==> config.mk <==
export PLATFORM = sky130hd
export DESIGN_NAME = mem_loader
export DESIGN_NICKNAME = d
export VERILOG_FILES = /design/src/rtl/mem_loader_pkg.sv /design/src/rtl/mem_loader_byte_packer.sv /design/src/rtl/mem_loader.sv
export SDC_FILE = /design/constraint.sdc
export NUM_CORES = 1
export LEC_CHECK = 0
export CAP_MARGIN = 10
export CELL_PAD_IN_SITES_DETAIL_PLACEMENT = 0
export CELL_PAD_IN_SITES_GLOBAL_PLACEMENT = 2
export CORE_MARGIN = 5
export CORE_UTILIZATION = 38
export DETAILED_ROUTE_END_ITERATION = 7
export PLACE_DENSITY = 0.95
export SLEW_MARGIN = 20
export SYNTH_ARGS = -nofsm -noshare
export SYNTH_HDL_FRONTEND = slang
export SYNTH_SLANG_ARGS = --single-unit
==> constraint.sdc <==
create_clock -name clk -period 5.9 [get_ports clk]
set_clock_uncertainty 0.15 [all_clocks]
set_input_delay 0.885 -clock clk [delete_from_list [all_inputs] [get_ports clk]]
set_output_delay 0.885 -clock clk [all_outputs]
set_load 0.03 [all_outputs]
==> src/rtl/mem_loader_pkg.sv <==
// Shared types and constants for the boot byte-stream loader.
package mem_loader_pkg;

    localparam int LOADER_WORD_BYTES = 4;
    localparam int LOADER_WORD_W     = 8 * LOADER_WORD_BYTES;

    typedef enum logic [2:0] {
        IDLE  = 3'd0,
        HDR   = 3'd1,
        DATA  = 3'd2,
        WRITE = 3'd3,
        CSUM  = 3'd4,
        DONE  = 3'd5,
        ERR   = 3'd6
    } loader_state_t;

endpackage

==> src/rtl/mem_loader_byte_packer.sv <==
// Little-endian 4x8 -> 32 word assembler shared by the header and payload phases.
module byte_packer
    import mem_loader_pkg::*;
(
    input  logic                     clk,
    input  logic                     rst,
    input  logic                     clr,
    input  logic                     shift_en,
    input  logic [7:0]               byte_in,
    output logic [LOADER_WORD_W-1:0] word_nxt,
    output logic                     full,
    output logic                     last
);

    localparam int CNT_W = $clog2(LOADER_WORD_BYTES + 1);

    logic [CNT_W-1:0]         cnt_q, cnt_d, cnt_base;
    logic [LOADER_WORD_W-1:0] word_q, word_d;

    // clr and shift_en in the same cycle start a fresh word with this byte as byte 0.
    always_comb begin
        cnt_base = clr ? '0 : cnt_q;
        cnt_d    = cnt_base;
        word_d   = word_q;
        if (shift_en) begin
            cnt_d  = cnt_base + CNT_W'(1);
            word_d = {byte_in, word_q[LOADER_WORD_W-1:8]};
        end
    end

    assign word_nxt = word_d;
    assign full     = (cnt_q == CNT_W'(LOADER_WORD_BYTES));
    assign last     = shift_en && (cnt_base == CNT_W'(LOADER_WORD_BYTES - 1));

    always_ff @(posedge clk or negedge rst) begin
        if (!rst) begin
            cnt_q  <= '0;
            word_q <= '0;
        end else begin
            cnt_q  <= cnt_d;
            word_q <= word_d;
        end
    end

endmodule

==> src/rtl/mem_loader.sv <==
// Boot loader: turns a length-prefixed byte stream into word writes on the flash port.
// Optional trailing payload-XOR check is built when CHECKSUM_EN is defined.
module mem_loader
    import mem_loader_pkg::*;
#(
    parameter int               WIDTH     = 32,
    parameter logic [WIDTH-1:0] BASE_ADDR = '0,
    parameter int               MAX_WORDS = 512
)(
    input  logic             clk,
    input  logic             rst,
    input  logic             start,
    input  logic             in_valid,
    input  logic [7:0]       in_data,
    output logic             in_ready,
    output logic [WIDTH-1:0] flash_addr,
    output logic [WIDTH-1:0] flash_data,
    output logic             flash_en,
    output logic             cpu_hold,
    output logic             busy,
    output logic             done,
    output logic             error
);

    // state | meaning
    // IDLE  | after reset, CPU held, waiting for start
    // HDR   | collecting the 4-byte word count
    // DATA  | collecting the 4 bytes of the next payload word
    // WRITE | one-cycle write strobe for the assembled word
    // CSUM  | collecting the trailing payload-XOR byte
    // DONE  | image loaded, CPU released
    // ERR   | bad header or checksum, CPU held

    localparam int IDX_W = $clog2(MAX_WORDS + 1);

    loader_state_t state_q, state_d;
    logic [IDX_W-1:0] idx_q, idx_d;
    logic [IDX_W-1:0] n_q, n_d;
    logic [WIDTH-1:0] flash_addr_q, flash_addr_d;
    logic [WIDTH-1:0] flash_data_q, flash_data_d;
    logic             flash_en_q, flash_en_d;

    logic                     accept;
    logic                     pk_clr, pk_shift, pk_full, pk_last;
    logic [LOADER_WORD_W-1:0] pk_word_nxt;

`ifdef CHECKSUM_EN
    logic [7:0] csum_q, csum_d;
`endif

    byte_packer u_packer (
        .clk      (clk),
        .rst      (rst),
        .clr      (pk_clr),
        .shift_en (pk_shift),
        .byte_in  (in_data),
        .word_nxt (pk_word_nxt),
        .full     (pk_full),
        .last     (pk_last)
    );

    assign in_ready = (state_q == HDR) || (state_q == DATA) || (state_q == CSUM);
    assign accept   = in_valid && in_ready;
    assign busy     = !((state_q == IDLE) || (state_q == DONE) || (state_q == ERR));
    assign done     = (state_q == DONE);
    assign error    = (state_q == ERR);
    assign cpu_hold = (state_q != DONE);

    assign flash_addr = flash_addr_q;
    assign flash_data = flash_data_q;
    assign flash_en   = flash_en_q;

    always_comb begin
        state_d      = state_q;
        idx_d        = idx_q;
        n_d          = n_q;
        flash_addr_d = flash_addr_q;
        flash_data_d = flash_data_q;
        flash_en_d   = 1'b0;
        pk_clr       = pk_full;
        pk_shift     = 1'b0;
`ifdef CHECKSUM_EN
        csum_d       = csum_q;
`endif

        unique case (state_q)
            IDLE, DONE, ERR: begin
                if (start) begin
                    state_d = HDR;
                    idx_d   = '0;
                    pk_clr  = 1'b1;
`ifdef CHECKSUM_EN
                    csum_d  = '0;
`endif
                end
            end

            HDR: begin
                pk_shift = accept;
                if (pk_last) begin
                    if (pk_word_nxt == '0) begin
                        state_d = DONE;
                    end else if (pk_word_nxt > LOADER_WORD_W'(MAX_WORDS)) begin
                        state_d = ERR;
                    end else begin
                        state_d = DATA;
                        n_d     = pk_word_nxt[IDX_W-1:0];
                    end
                end
            end

            // Outputs are registered on the 4th byte so the strobe lands in WRITE itself.
            DATA: begin
                pk_shift = accept;
`ifdef CHECKSUM_EN
                if (accept) begin
                    csum_d = csum_q ^ in_data;
                end
`endif
                if (pk_last) begin
                    state_d      = WRITE;
                    flash_en_d   = 1'b1;
                    flash_addr_d = BASE_ADDR + (WIDTH'(idx_q) << 2);
                    flash_data_d = WIDTH'(pk_word_nxt);
                end
            end

            WRITE: begin
                idx_d = idx_q + IDX_W'(1);
                if (idx_d == n_q) begin
`ifdef CHECKSUM_EN
                    state_d = CSUM;
`else
                    state_d = DONE;
`endif
                end else begin
                    state_d = DATA;
                end
            end

`ifdef CHECKSUM_EN
            CSUM: begin
                if (accept) begin
                    state_d = (in_data == csum_q) ? DONE : ERR;
                end
            end
`endif

            default: state_d = IDLE;
        endcase
    end

    always_ff @(posedge clk or negedge rst) begin
        if (!rst) begin
            state_q      <= IDLE;
            idx_q        <= '0;
            n_q          <= '0;
            flash_addr_q <= '0;
            flash_data_q <= '0;
            flash_en_q   <= 1'b0;
        end else begin
            state_q      <= state_d;
            idx_q        <= idx_d;
            n_q          <= n_d;
            flash_addr_q <= flash_addr_d;
            flash_data_q <= flash_data_d;
            flash_en_q   <= flash_en_d;
        end
    end

`ifdef CHECKSUM_EN
    always_ff @(posedge clk or negedge rst) begin
        if (!rst) begin
            csum_q <= '0;
        end else begin
            csum_q <= csum_d;
        end
    end
`endif

endmodule

# [Word-level counts from Yosys, hierarchy flattened]
# Index checks and enable logic that the tools add are counted.
[totals] ff_bits=101 latchBits=0 mem_bits_rw=0 rom_bits=0 output_inout_bits=70 memories=0
[classes] add_sub_neg=2 multipliers=0 div_mod_pow=0 magnitude_cmp=1 n_eq_ne=13 shifts=0 mux=17 bitwise_logic=2 reduce_logical=16
[ops] op="32-bit by 10-bit > comparator with 1-bit output (second input constant)" n=1
[ops] op="32-bit zero test" n=1
[ops] op="32-bit 2-to-1 mux" n=1
[ops] op="3-bit 2-to-1 mux" n=8
[ops] op="10-bit case mux with 2 select lines" n=1
[ops] op="3-bit equality test (second input constant)" n=4
[ops] op="3-bit case mux with 4 select lines" n=1
[ops] op="10-bit by 1-bit adder with 10-bit output (second input constant)" n=1
[ops] op="10-bit equality test" n=1
[ops] op="10-bit 2-to-1 mux" n=1
[ops] op="3-bit by 2-bit equality test with 1-bit output (second input constant)" n=3
[ops] op="2-bit inequality test (second input constant)" n=3
[ops] op="1-bit 2-to-1 mux" n=5
[ops] op="1-bit logical OR" n=4
[ops] op="2-bit AND reduction" n=2
[ops] op="4-bit AND reduction" n=1
[ops] op="3-bit by 1-bit adder with 3-bit output (second input constant)" n=1
[ops] op="3-bit by 1-bit equality test with 1-bit output (second input constant)" n=1
[ops] op="3-bit zero test" n=1
[ops] op="3-bit inequality test (second input constant)" n=1
[ops] op="3-bit AND reduction" n=1
[ops] op="3-bit OR reduction" n=1
[ops] op="1-bit logical AND" n=2
[ops] op="1-bit NOT" n=2
[ops] op="3 further kinds" n=3

# [Depth between registers and ports, before layout]
[depth] word_depth=11 depth_mapped=13

# [Modules after synthesis]
# Synthesis repeated with hierarchy kept, for this count alone.
[hier_totals] hier_cells=360 hier_area_um2=4729.5
[modules_own_cells] mod="mem_loader" instances=1 cells_per_inst=279 area_each_um2=3233.1 seq_area_each_um2=1651.6
[modules_own_cells] mod="byte_packer" instances=1 cells_per_inst=81 area_each_um2=1496.4 seq_area_each_um2=875.8

# [Least setup slack after synthesis]
# Ideal clock, no wire load.
[synth_timing] kind="in2reg" start="input in_data[1]" end="register n_q[0]" setup_ps=125 arrival_time_ps=2943 required_ps=5625 path_slack_ps=2682 cell_stages=7 path_cell_list="or4_1 > or4_1 > a21o_1 > a221o_1 > or2_1 > buf_6 > mux2_4"
[synth_via] elab_chain_len=4
[synth_lines] element="from (decl)" line_no="mem_loader.sv:14" source="input logic [7:0] in_data,"
[synth_lines] element="32-bit 2-to-1 mux *" line_no="mem_loader_byte_packer.sv:25" source="if (shift_en) begin"
[synth_lines] element="32-bit by 10-bit > comparator with 1-bit output or 32-bit zero test (tied branches)" line_no="mem_loader.sv:103, mem_loader.sv:101"
[synth_lines] element="1-bit NOT (no source line)"
[synth_lines] element="4-bit AND reduction (no source line) *"
[synth_lines] element="to (signal assigned)" line_no="mem_loader.sv:164" source="n_q <= n_d;"
[synth_lines] element="to (decl)" line_no="mem_loader.sv:38" source="logic [IDX_W-1:0] n_q, n_d;"
# Mark *: on every way between the ends. The rest lies on a longest branch, timed or not.
# A chain may end at the register's enable or synchronous reset.

# [Final worst setup path]
[layout_timing] start="register state_q[0]" end="register flash_addr_q[11], in the netlist flash_addr[11]"
[layout_via] elab_chain_len=7
[layout_lines] element="from (decl)" line_no="mem_loader.sv:36" source="loader_state_t state_q, state_d;"
[layout_lines] element="from (signal assigned)" line_no="mem_loader.sv:162" source="state_q <= state_d;"
[layout_lines] element="3-bit equality test, or another cell as far along" line_no="mem_loader.sv:86" source="unique case (state_q)"
[layout_lines] element="3-bit OR reduction or 1-bit logical OR (tied branches)" line_no="mem_loader.sv:86, mem_loader.sv:62"
[layout_lines] element="1-bit 2-to-1 mux or 1-bit logical OR (tied branches)" line_no="mem_loader.sv:86, mem_loader.sv:62"
[layout_lines] element="3-bit 2-to-1 mux or 1-bit logical AND (tied branches)" line_no="mem_loader_byte_packer.sv:22, mem_loader.sv:63"
[layout_lines] element="3-bit by 2-bit equality test with 1-bit output or 1-bit 2-to-1 mux (tied branches)" line_no="mem_loader_byte_packer.sv:33, mem_loader.sv:86"
[layout_lines] element="1-bit logical AND" line_no="mem_loader_byte_packer.sv:33" source="assign last = shift_en && (cnt_base == CNT_W'(LOADER_WORD_BYTES - 1));"
[layout_lines] element="2-bit AND reduction (no source line) *"
[layout_lines] element="to (signal assigned)" line_no="mem_loader.sv:165" source="flash_addr_q <= flash_addr_d;"
[layout_lines] element="to (decl)" line_no="mem_loader.sv:39" source="logic [WIDTH-1:0] flash_addr_q, flash_addr_d;"
# Marks and branches as above.

==> metrics.json <==
{
  "reg2reg_setup_slack": {"value": 2.25, "unit": "ns"},
  "dp.cells": {"value": 589},
  "critical_path_buf_inv_count": {"value": 0},
  "whs": {"value": 0.237, "unit": "ns"},
  "criticalPathCategory": {"value": "flop to flop"},
  "actual_transition_at_the_worst_max_transition_pin": {"value": 1.02, "unit": "ns"},
  "int_pwr": {"value": 1.96, "unit": "mW"},
  "total_leakage_power": {"value": 2.49, "unit": "nW"},
  "post_drt_via_cell_ratio": {"value": 5.00},
  "final_common_cell": {"value": "sky130_fd_sc_hd__dfrtp_1"},
  "cts_tree": {"value": "yes"},
  "finalCritPeriodShare": {"value": 61.9, "unit": "%"},
  "leading_area_contributor_after_synthesis": {"value": "sky130_fd_sc_hd__dfrtp_1"},
  "initial_core_util": {"value": 39.2, "unit": "%"},
  "dominantRegCellSynth": {"value": "sky130_fd_sc_hd__dfrtp_1"},
  "cts_hold_buf": {"value": 0},
  "globalRoute.totalOverflow": {"value": 0},
  "placeableCoreArea": {"value": 12100, "unit": "sq um"},
  "finalPower": {"value": 3.21, "unit": "mW"},
  "post_synthesis_register_bit_count": {"value": 101},
  "synthDistinctLibCells": {"value": 48},
  "post_route_cells_drive_above_1_share": {"value": 22.7, "unit": "%"},
  "combinational_power_share": {"value": 43.6, "unit": "%"},
  "hold_path.class": {"value": "primary input to asynchronous set/reset pin"},
  "path_clk_slew": {"value": 0.08, "unit": "ns"},
  "clockBufferDepth": {"value": 2},
  "pwr-share-clk": {"value": 19.5, "unit": "%"},
  "cts_setup_buffers": {"value": 0},
  "crit_arrival": {"value": 3.73, "unit": "ns"},
  "antenna_found_initial": {"value": 0},
  "cts_repair_resize_count": {"value": 0},
  "number_of_clock_sinks": {"value": 101},
  "switching_pwr": {"value": 1.25, "unit": "mW"},
  "synth_edf_count": {"value": 0},
  "grt_pass1_vias": {"value": 3094},
  "root_buffer": {"value": "sky130_fd_sc_hd__clkbuf_16"},
  "critPathMaxStageDelay": {"value": 0.55, "unit": "ns"},
  "drt-total-wl": {"value": 9930, "unit": "um"},
  "final_max_slew_viol_count": {"value": 0},
  "rr_startpoint": {"value": "state_q[0]"},
  "path_depth": {"value": 9},
  "route.detailed.drc": {"value": 0},
  "async_reset_ff_share": {"value": 100, "unit": "%"},
  "slew-limit-headroom": {"value": 31.6, "unit": "%"},
  "synthesis.area": {"value": 4740, "unit": "sq um"},
  "critical_path.cell_chain": {"value": "nor2b_1 -> nor3_1 -> o21ai_1 -> and2_1 -> ha_1 -> ha_1 -> and3_4 -> nand2_2 -> mux2_1"},
  "layout_common_cells": {"value": "101 x sky130_fd_sc_hd__dfrtp_1, 62 x sky130_fd_sc_hd__mux2_2, 58 x sky130_fd_sc_hd__clkdlybuf4s50_1"},
  "critical-path-top-cell-by-count": {"value": "sky130_fd_sc_hd__ha_1"},
  "detailedRoute.firstPassIterationCount": {"value": 4},
  "timing.critical_path.required": {"value": 5.98, "unit": "ns"},
  "finalNetCount": {"value": 447},
  "chipHeight": {"value": 122, "unit": "um"},
  "syn_area_per_cell": {"value": 12.5, "unit": "sq um"},
  "synth_largest_type_area_fraction": {"value": 53.3, "unit": "%"},
  "critical_path.endpoint": {"value": "flash_addr[11]"},
  "final_core_utilization": {"value": 47.2, "unit": "%"},
  "critPathSlowestCell": {"value": "sky130_fd_sc_hd__mux2_1"},
  "worst-path-max-fanout": {"value": 44},
  "place_hpwl": {"value": 7120, "unit": "um"},
  "worstSkewPairLatency": {"value": 0.35, "unit": "ns"},
  "critPathLaunchType": {"value": "flop"},
  "synth.top_cells.by_area": {"value": "sky130_fd_sc_hd__dfrtp_1 53%, sky130_fd_sc_hd__mux2_2 15%, sky130_fd_sc_hd__mux2_4 4.4%"},
  "port-buffer-count": {"value": 59},
  "seq_power_share": {"value": 36.9, "unit": "%"},
  "detailroute.via_count": {"value": 3027},
  "die_width": {"value": 122, "unit": "um"},
  "finalCriticalPeriod": {"value": 3.65, "unit": "ns"},
  "numCtsBuffers": {"value": 9},
  "n_antenna_cell": {"value": 0},
  "outcome": {"value": "finished clean"},
  "wl_per_cell": {"value": 16.4, "unit": "um"},
  "rd_place_congestion": {"value": 0.849},
  "rsz0062_at_grt": {"value": "no"},
  "syn_to_final_growth": {"value": 20.5, "unit": "%"},
  "r2r-end": {"value": "flash_addr[11]"},
  "drt_iter0_drc": {"value": 139},
  "finish.cell_count_without_fillers": {"value": 605},
  "worst_setup_path_startpoint": {"value": "state_q[0]"},
  "power.share.switching": {"value": 38.9, "unit": "%"},
  "ir_drop": {"value": 0.337, "unit": "mV"},
  "synth_seq_area_share": {"value": 53.3, "unit": "%"},
  "row_count": {"value": 40},
  "grt_first_pass_wirelength": {"value": 16500, "unit": "um"},
  "floorplan.die_area": {"value": 14800, "unit": "sq um"},
  "maxCapViolations": {"value": 0},
  "timing.setup.tns": {"value": 0, "unit": "ns"},
  "highest_clock_rate": {"value": 274, "unit": "MHz"},
  "cts_max_level": {"value": 3},
  "design.portCount": {"value": 82},
  "ys.warnings.count": {"value": 0},
  "setup-violations-final": {"value": 0},
  "groute.usage.overall": {"value": 14.2, "unit": "%"},
  "syn-instance-count": {"value": 379},
  "pin_count_of_the_biggest_net_entering_global_routing": {"value": 85},
  "family_of_cells_with_the_greatest_summed_delay_on_the_critical_path": {"value": "simple AND/OR/NAND/NOR gates"},
  "finalHoldViolCount": {"value": 0},
  "route.antenna.remaining_nets": {"value": 0},
  "pwr_density_cell": {"value": 562, "unit": "nW/um^2"},
  "endpoint_kind": {"value": "flop"},
  "reg2reg_depth": {"value": 9}
}
## how the worst min path moves through the flow
stage | startpoint | to | cells after the start
2_1_floorplan | u_packer.word_q[20] | u_packer.word_q[20] | 1
5_1_grt | rst | flash_data[7] | 1
4_1_cts | rst | flash_data[5] | 1
3_3_place_gp | flash_addr[9] | flash_addr[9] | 2
6_report | rst | flash_data[22] | 1
3_5_place_dp | flash_addr[9] | flash_addr[9] | 2
## cell type report
| type | instances | area [sq um] |
|---|---|---|
| Sequential cell | 101 | 2530 |
| Inverter | 8 | 30.0 |
| Clock inverter | 7 | 103 |
| Timing Repair Buffer | 61 | 607 |
| Clock buffer | 9 | 225 |
| Fill cell | 1132 | 6400 |
| Tap cell | 168 | 210 |
| Multi-Input combinational cell | 251 | 2010 |
## logic make-up (layout without fill, tap and decap cells)
group / after synthesis / count (layout) / synth area share [%]
AOI/OAI and AO/OA: 47 / 47 / 6.44
xor gates and xnor gates: 13 / 13 / 2.40
adders and majority gates: 3 / 3 / 0.791
buffers and inverters: 48 / 85 / 6.17
DFF: 101 / 101 / 53.3
muxes: 88 / 88 / 21.9
other: 1 / 22 / 0.0791
and+or+nand+nor: 78 / 78 / 8.94
## synth_stat cells (all sizes together), types with 2 or more instances
library cell  count
a21o              2
a21oi             3
a31oi             4
and2              3
and3              7
buf              28
clkbuf           12
dfrtp           101
ha                3
inv               8
mux2             84
mux2i             4
nand2            14
nand2b            4
nand3            10
nand3b            2
nand4             4
nor2             10
nor2b             6
nor3              5
nor4              8
o211ai            3
o21ai            18
o22ai             3
o31ai             5
or4               3
xnor2             8
xor2              5
## through the flow
stage | setup slack (ns) | cell area [sq um]
CTS | 2.21 | 5710
finish | 2.25 | 5710
detailed placement | 1.92 | 5380
global placement | 1.96 | 5380
floorplan | 2.68 | 4820
global route | 1.92 | 5710
## power groups by stage
| stage | logic [mW] | registers, mW | clock network (mW) |
|---|---|---|---|
| 6_report | 1.40 | 1.18 | 0.627 |
| 4_1_cts | 1.42 | 1.19 | 0.641 |
| 5_1_grt | 1.50 | 1.23 | 0.675 |
| 3_3_place_gp | 1.38 | 1.19 | 0 |
| 3_5_place_dp | 1.41 | 1.19 | 0 |
| 2_1_floorplan | 0.734 | 1.37 | 0 |
## per-layer routing
metal	wire [um]	GRT usage [%]	part of all wire, %	up-vias
met3	419	3.39	4.2	11
li1	-	-	-	1425
met5	0	0	0	-
met2	4790	22.7	48	72
met1	4600	19.0	46	1519
met4	117	4.55	1.2	0
## worst reg2reg max path, cell delays in order (launching register included)
cell and delay, ns:
sky130_fd_sc_hd__dfrtp_1 0.50, sky130_fd_sc_hd__nor2b_1 0.46, sky130_fd_sc_hd__nor3_1 0.16, sky130_fd_sc_hd__o21ai_1 0.37, sky130_fd_sc_hd__and2_1 0.23, sky130_fd_sc_hd__ha_1 0.16
sky130_fd_sc_hd__ha_1 0.15, sky130_fd_sc_hd__and3_4 0.21, sky130_fd_sc_hd__nand2_2 0.54, sky130_fd_sc_hd__mux2_1 0.60
## state kept, by name, summed over array words and instances, names as in the netlist
name             cells
n_q                 10
flash_en             1
state_q              3
flash_data          32
flash_addr          10
u_packer.cnt_q       3
u_packer.word_q     32
idx_q               10
(Power assumes the default switching activity.)
==> patch 1 (config.mk and constraints unchanged) <==
The package constant `LOADER_WORD_BYTES` goes from 4 to 8.
--- a/src/rtl/mem_loader_pkg.sv
+++ b/src/rtl/mem_loader_pkg.sv
@@ -3,3 +3,3 @@
 
-    localparam int LOADER_WORD_BYTES = 4;
+    localparam int LOADER_WORD_BYTES = 8;
     localparam int LOADER_WORD_W     = 8 * LOADER_WORD_BYTES;
Behaviour: not the same (a bounded check fails within 10 cycles, from zero or initial values and one cycle with rst low).
==> patch 1 against the original RTL <==
  * Non-clock buffer count increased by 2
  * Area after synthesis increased by 29%
  * Critical path depth increased by 1
  * Utilization decreased by 0.70 points
  * Global-route usage increased by 1.6 points
  * Wire length increased by 38%
  * First-iteration DRC count increased by 100%
  * Design area increased by 29%
  * Count of clock-buffer cells in the layout increased by 13
  * Worst setup slack got worse by 0.25 ns
  * Total power increased by 8.2%
  * Sequential cell count increased by 33
  * Largest cell class unchanged
==> patch 1: results (changes against the original RTL) <==
Layout
  • Multi-input logic cell count: 438 (+75%)
  • Fin nets: 674 (+51%)
  • Non-CTS inverters: 6 (-2)
  • Buffering overhead: 8.45% (-2.2 points)
  • Layout clock buffers: 22 (+13)
  • Seq/total area: 45.6% (+1.3 points)
  • Share of layout cells above drive strength 1: 12.3% (-10 points)

Power
  • Leak: 3.62 nW (+45%)
  • Sequential power share: 40.3% (+3.4 points)
  • IR drop worst, VDD: 229 uV (-32%)
  • Net Switching: 0.00130 W (+4.4%)
  • Clk. pwr: 0.00100 W (+59%)

Worst setup path
  • CP arrival: 4.04 ns (+0.31 ns)
  • Worst-path fanout max: 29 (-34%)
  • Crit-path slowest cell: nor3_4
  • Slowest cell delay on critical path: 0.62 ns (+0.07 ns)

Routing
  • Vias per cell: 4.93 (-1.5%)
  • Initial DRC Count: 283 (+100%)
  • Post-Route WL: 13700 um (+38%)

Global route
  • Vias in the first global route: 4481 (+45%)
  • Gr usage total: 15.7% (+1.6 points)
  • First-pass GRT wire length: 22900 um (+39%)
  • Largest net degree at the start of global routing: 87 (+2.4%)

Place
  • GP Congestion: 0.850 (+0.16%)
  • Area after DPL: 6790 um^2 (+26%)
  • Dpl ws: 1.78 ns (-0.149 ns)

Synth
  • Netlist cell types: 52 (+8.3%)
  • Area contributors post-synth: dfrtp_1 55%, nand2_1 13%, mux2_2 6.3%, buf_4 2.7%, mux2_4 2.5%

Clock network
  • CTS Buf Count: 17 (+8)
  • Depth of the CTS H-tree: 4 (+1)
  • Skew-Pair Late Insertion Delay: 0.42 ns (+0.07 ns)
  • Clk pin slew, worst setup/hold paths: 0.05 ns (-0.03 ns)

Timing
  • Slew @ Worst Pin: 0.790 ns (-0.232 ns)

Run status
  • Status: complete, no violations

Min path
  • Min-delay worst type: reg2reg
[patch 1: logic make-up (layout without fill, tap and decap cells)]
family	Yosys count	after routing	share of synthesized area, %
XOR/XNOR	16	16	2.65
AO/OA/AOI/OAI	49	49	5.31
buffers and inverters	57	101	5.05
flip-flops	134	134	55.0
multiplexers	55	55	10.7
AND/OR/NAND/NOR	294	294	20.8
adder cells (fa/ha/maj)	2	2	0.410
other	1	22	0.0615
[patch 1: per-stage QoR]
stage               hold slack, ns  instances  utilization [%]
floorplan                    0.302        629                -
global placement             0.318        857             42.9
detailed placement           0.327        857             42.9
CTS                          0.339        889             46.5
global route                 0.358        889             46.5
finish                       0.332        889             46.5
[patch 1: path summary, 6_finish.rpt]
path / start / endpoint / slack, ns / cells after the start
setup / recovery: state_q[0]$_DFFE_PN0P_ / flash_data[23]$_DFFE_PN0P_ / 2.00 / 10
hold / removal: flash_addr[7]$_DFFE_PN0P_ / flash_addr[7]$_DFFE_PN0P_ / 0.33 / 1
setup reg to reg: state_q[0]$_DFFE_PN0P_ / flash_data[23]$_DFFE_PN0P_ / 2.00 / 10
hold reg to reg: flash_addr[7]$_DFFE_PN0P_ / flash_addr[7]$_DFFE_PN0P_ / 0.33 / 1
max in group asynchronous: rst / idx_q[1]$_DFFE_PN0P_ / 4.09 / 2
min in group asynchronous: rst / flash_addr[3]$_DFFE_PN0P_ / 0.38 / 1
[patch 1: layer usage]
| metal | wire length [um] | up-vias | part of all wire (%) | global-route usage (%) |
|---|---|---|---|---|
| li1 | - | 2118 | - | - |
| met1 | 6060 | 2145 | 44 | 20.1 |
| met2 | 6830 | 96 | 50 | 26.0 |
| met3 | 606 | 22 | 4.4 | 4.08 |
| met4 | 241 | 0 | 1.8 | 5.43 |
| met5 | 0 | - | 0 | 0 |
==> patch 2 (config.mk and constraints unchanged) <==
Without the edit above. Take the reset off `n_q`, `flash_addr_q` and `flash_data_q` and load them in a clocked block of their own.
--- a/src/rtl/mem_loader.sv
+++ b/src/rtl/mem_loader.sv
@@ -156,5 +156,2 @@
             idx_q        <= '0;
-            n_q          <= '0;
-            flash_addr_q <= '0;
-            flash_data_q <= '0;
             flash_en_q   <= 1'b0;
@@ -163,7 +160,10 @@
             idx_q        <= idx_d;
-            n_q          <= n_d;
-            flash_addr_q <= flash_addr_d;
-            flash_data_q <= flash_data_d;
             flash_en_q   <= flash_en_d;
         end
+    end
+
+    always_ff @(posedge clk) begin
+        n_q          <= n_d;
+        flash_addr_q <= flash_addr_d;
+        flash_data_q <= flash_data_d;
     end
Check against the original RTL: differs if rst is asserted again (counterexample within 10 cycles, from zero or initial values and one cycle with rst low); with rst held inactive, the same outputs for 10 cycles.
==> patch 2 against the original RTL <==
  * Wire length shrank 7.9%
  * Design area fell by 7.2%
  * First-iteration DRC count is the same
  * Sequential cell count is the same
  * Area after synthesis is 8.4% lower
  * Worst setup slack improved by 0.27 ns
  * Die area down 7.7%
  * Sequential share of layout area grew 8.4 points
  * Global-route usage fell by 0.29 points
  * Critical path depth unchanged
Power is not compared: it rests on default switching activity, and its combinational part moved more than twofold at a synthesized area within 25%.
==> patch 2: results (changes against the original RTL) <==
Place
  • Area after DPL: 4990 um^2 (-7.3%)
  • Port Buffers: 59 (unchanged)
  • Dpl ws: 1.91 ns (-0.0147 ns)
  • GP Congestion: 0.870 (+2.4%)
  • HPWL Detailed: 6270 um (-12%)
  • Placed insts: 567 (-3.7%)

Global route
  • Vias in the first global route: 2814 (-9.0%)
  • Initial antenna violation count: 0 (unchanged)
  • First-pass GRT wire length: 14500 um (-12%)
  • Gr usage total: 13.9% (-0.29 points)
  • Largest net degree at the start of global routing: 50 (-41%)

Routing
  • Initial DRC Count: 139 (unchanged)
  • Vias per cell: 4.91 (-2.0%)
  • WL/cell: 15.7 um (-4.4%)

Synth
  • Post-synthesis cell count: 380 (+0.26%)
  • Post-synth top flop: edfxtp_1
  • Syn. warnings: 0 (unchanged)
  • Async S/R FF share, synth: 48.5% (-51 points)
  • Seq/Total Area, Yosys: 64.2% (+11 points)
  • Netlist cell types: 52 (+8.3%)
  • EDFF count, synth: 52 (+52)
  • Post-synth top cells: 99 x nand2_1, 52 x edfxtp_1, 49 x dfrtp_1
  • Area contributors post-synth: edfxtp_1 36%, dfrtp_1 28%, nand2_1 8.6%, buf_4 4.1%, xnor2_1 2.2%

Min path
  • Min-delay worst type: reg2reg
  • HP Start: u_packer.word_q[1]$_DFF_PN0_
  • Hold Path Sink: u_packer.word_q[1]$_DFF_PN0_

Worst setup path
  • Worst-path fanout max: 43 (-2.3%)
  • Slowest cell delay on critical path: 0.59 ns (+0.04 ns)
  • Crit-path slowest cell: o21ai_0
  • Worst r2r path cells: 9 (unchanged)
  • CP arrival: 3.21 ns (-0.52 ns)
  • Setup crit end: flash_data[13]$_DFFE_PP_
  • Reg2reg setup slack: 2.52 ns (+0.27 ns)

Clock network
  • Depth of the CTS H-tree: 3 (unchanged)
  • CTS Buf Count: 9 (unchanged)
  • CTS Buffer Depth: 2 (unchanged)
  • Skew-Pair Late Insertion Delay: 0.34 ns

Run status
  • Status: complete, no violations

Timing
  • Slew @ Worst Pin: 0.707 ns (-0.316 ns)
  • Crit share post-route: 57.3% (-4.5 points)
  • Hold Slack: 0.378 ns (+0.140 ns)

Layout
  • Non-filler cells, final: 583 (-3.6%)
  • Share of layout cells above drive strength 1: 6.36% (-16 points)
  • Fin nets: 450 (+0.67%)
==> patch 2: cell count changes after synthesis, sizes merged, moves of 5 or more <==
cell	unedited run	this run
and3	7	2
nand2	14	99
edfxtp	0	52
mux2	84	3
dfrtp	101	49
==> patch 2: critical path: cells and delay by family, from the launching register on <==
family | cells | cell delay (ns)
AOI/OAI and AO/OA | 1 | 0.59
buffers and inverters | 1 | 0.51
xor gates and xnor gates | 1 | 0.18
and+or+nand+nor | 4 | 0.67
DFF | 1 | 0.58
adders and majority gates | 2 | 0.32
==> patch 2: power by group through the flow <==
stage | combinational, W | sequential, W | clock (W)
3_5_place_dp | 0.000657 | 0.00112 | 0
4_1_cts | 0.000663 | 0.00110 | 0.000619
5_1_grt | 0.000721 | 0.00113 | 0.000652
6_report | 0.000653 | 0.00110 | 0.000603
3_3_place_gp | 0.000646 | 0.00111 | 0
2_1_floorplan | 0.000369 | 0.00117 | 0
==> patch 2: final cells by class <==
class	instances	area [um^2]
well taps	143	179
flip-flops and latches	101	2790
fillers	1038	6020
clock inverters	6	68.8
multi-input cells	255	1390
clock buffers	10	239
inverters	5	18.8
repair buffers	63	616
==> patch 2: logic make-up after synthesis <==
logic type | synth area share, %
XOR/XNOR | 3.94
AND/OR/NAND/NOR | 17.2
AO/OA/AOI/OAI | 6.77
adder cells (fa/ha/maj) | 0.864
other | 0.0863
buffers and inverters | 5.99
flip-flops | 64.2
multiplexers | 1.01
==> patch 2: metal layers <==
metal / GRT usage [%] / up-vias / share of wire, %
met5: 0 / - / 0
met4: 4.97 / 0 / 1.6
met3: 3.91 / 11 / 5.4
met2: 22.6 / 87 / 48
met1: 17.8 / 1366 / 45
li1: - / 1396 / -
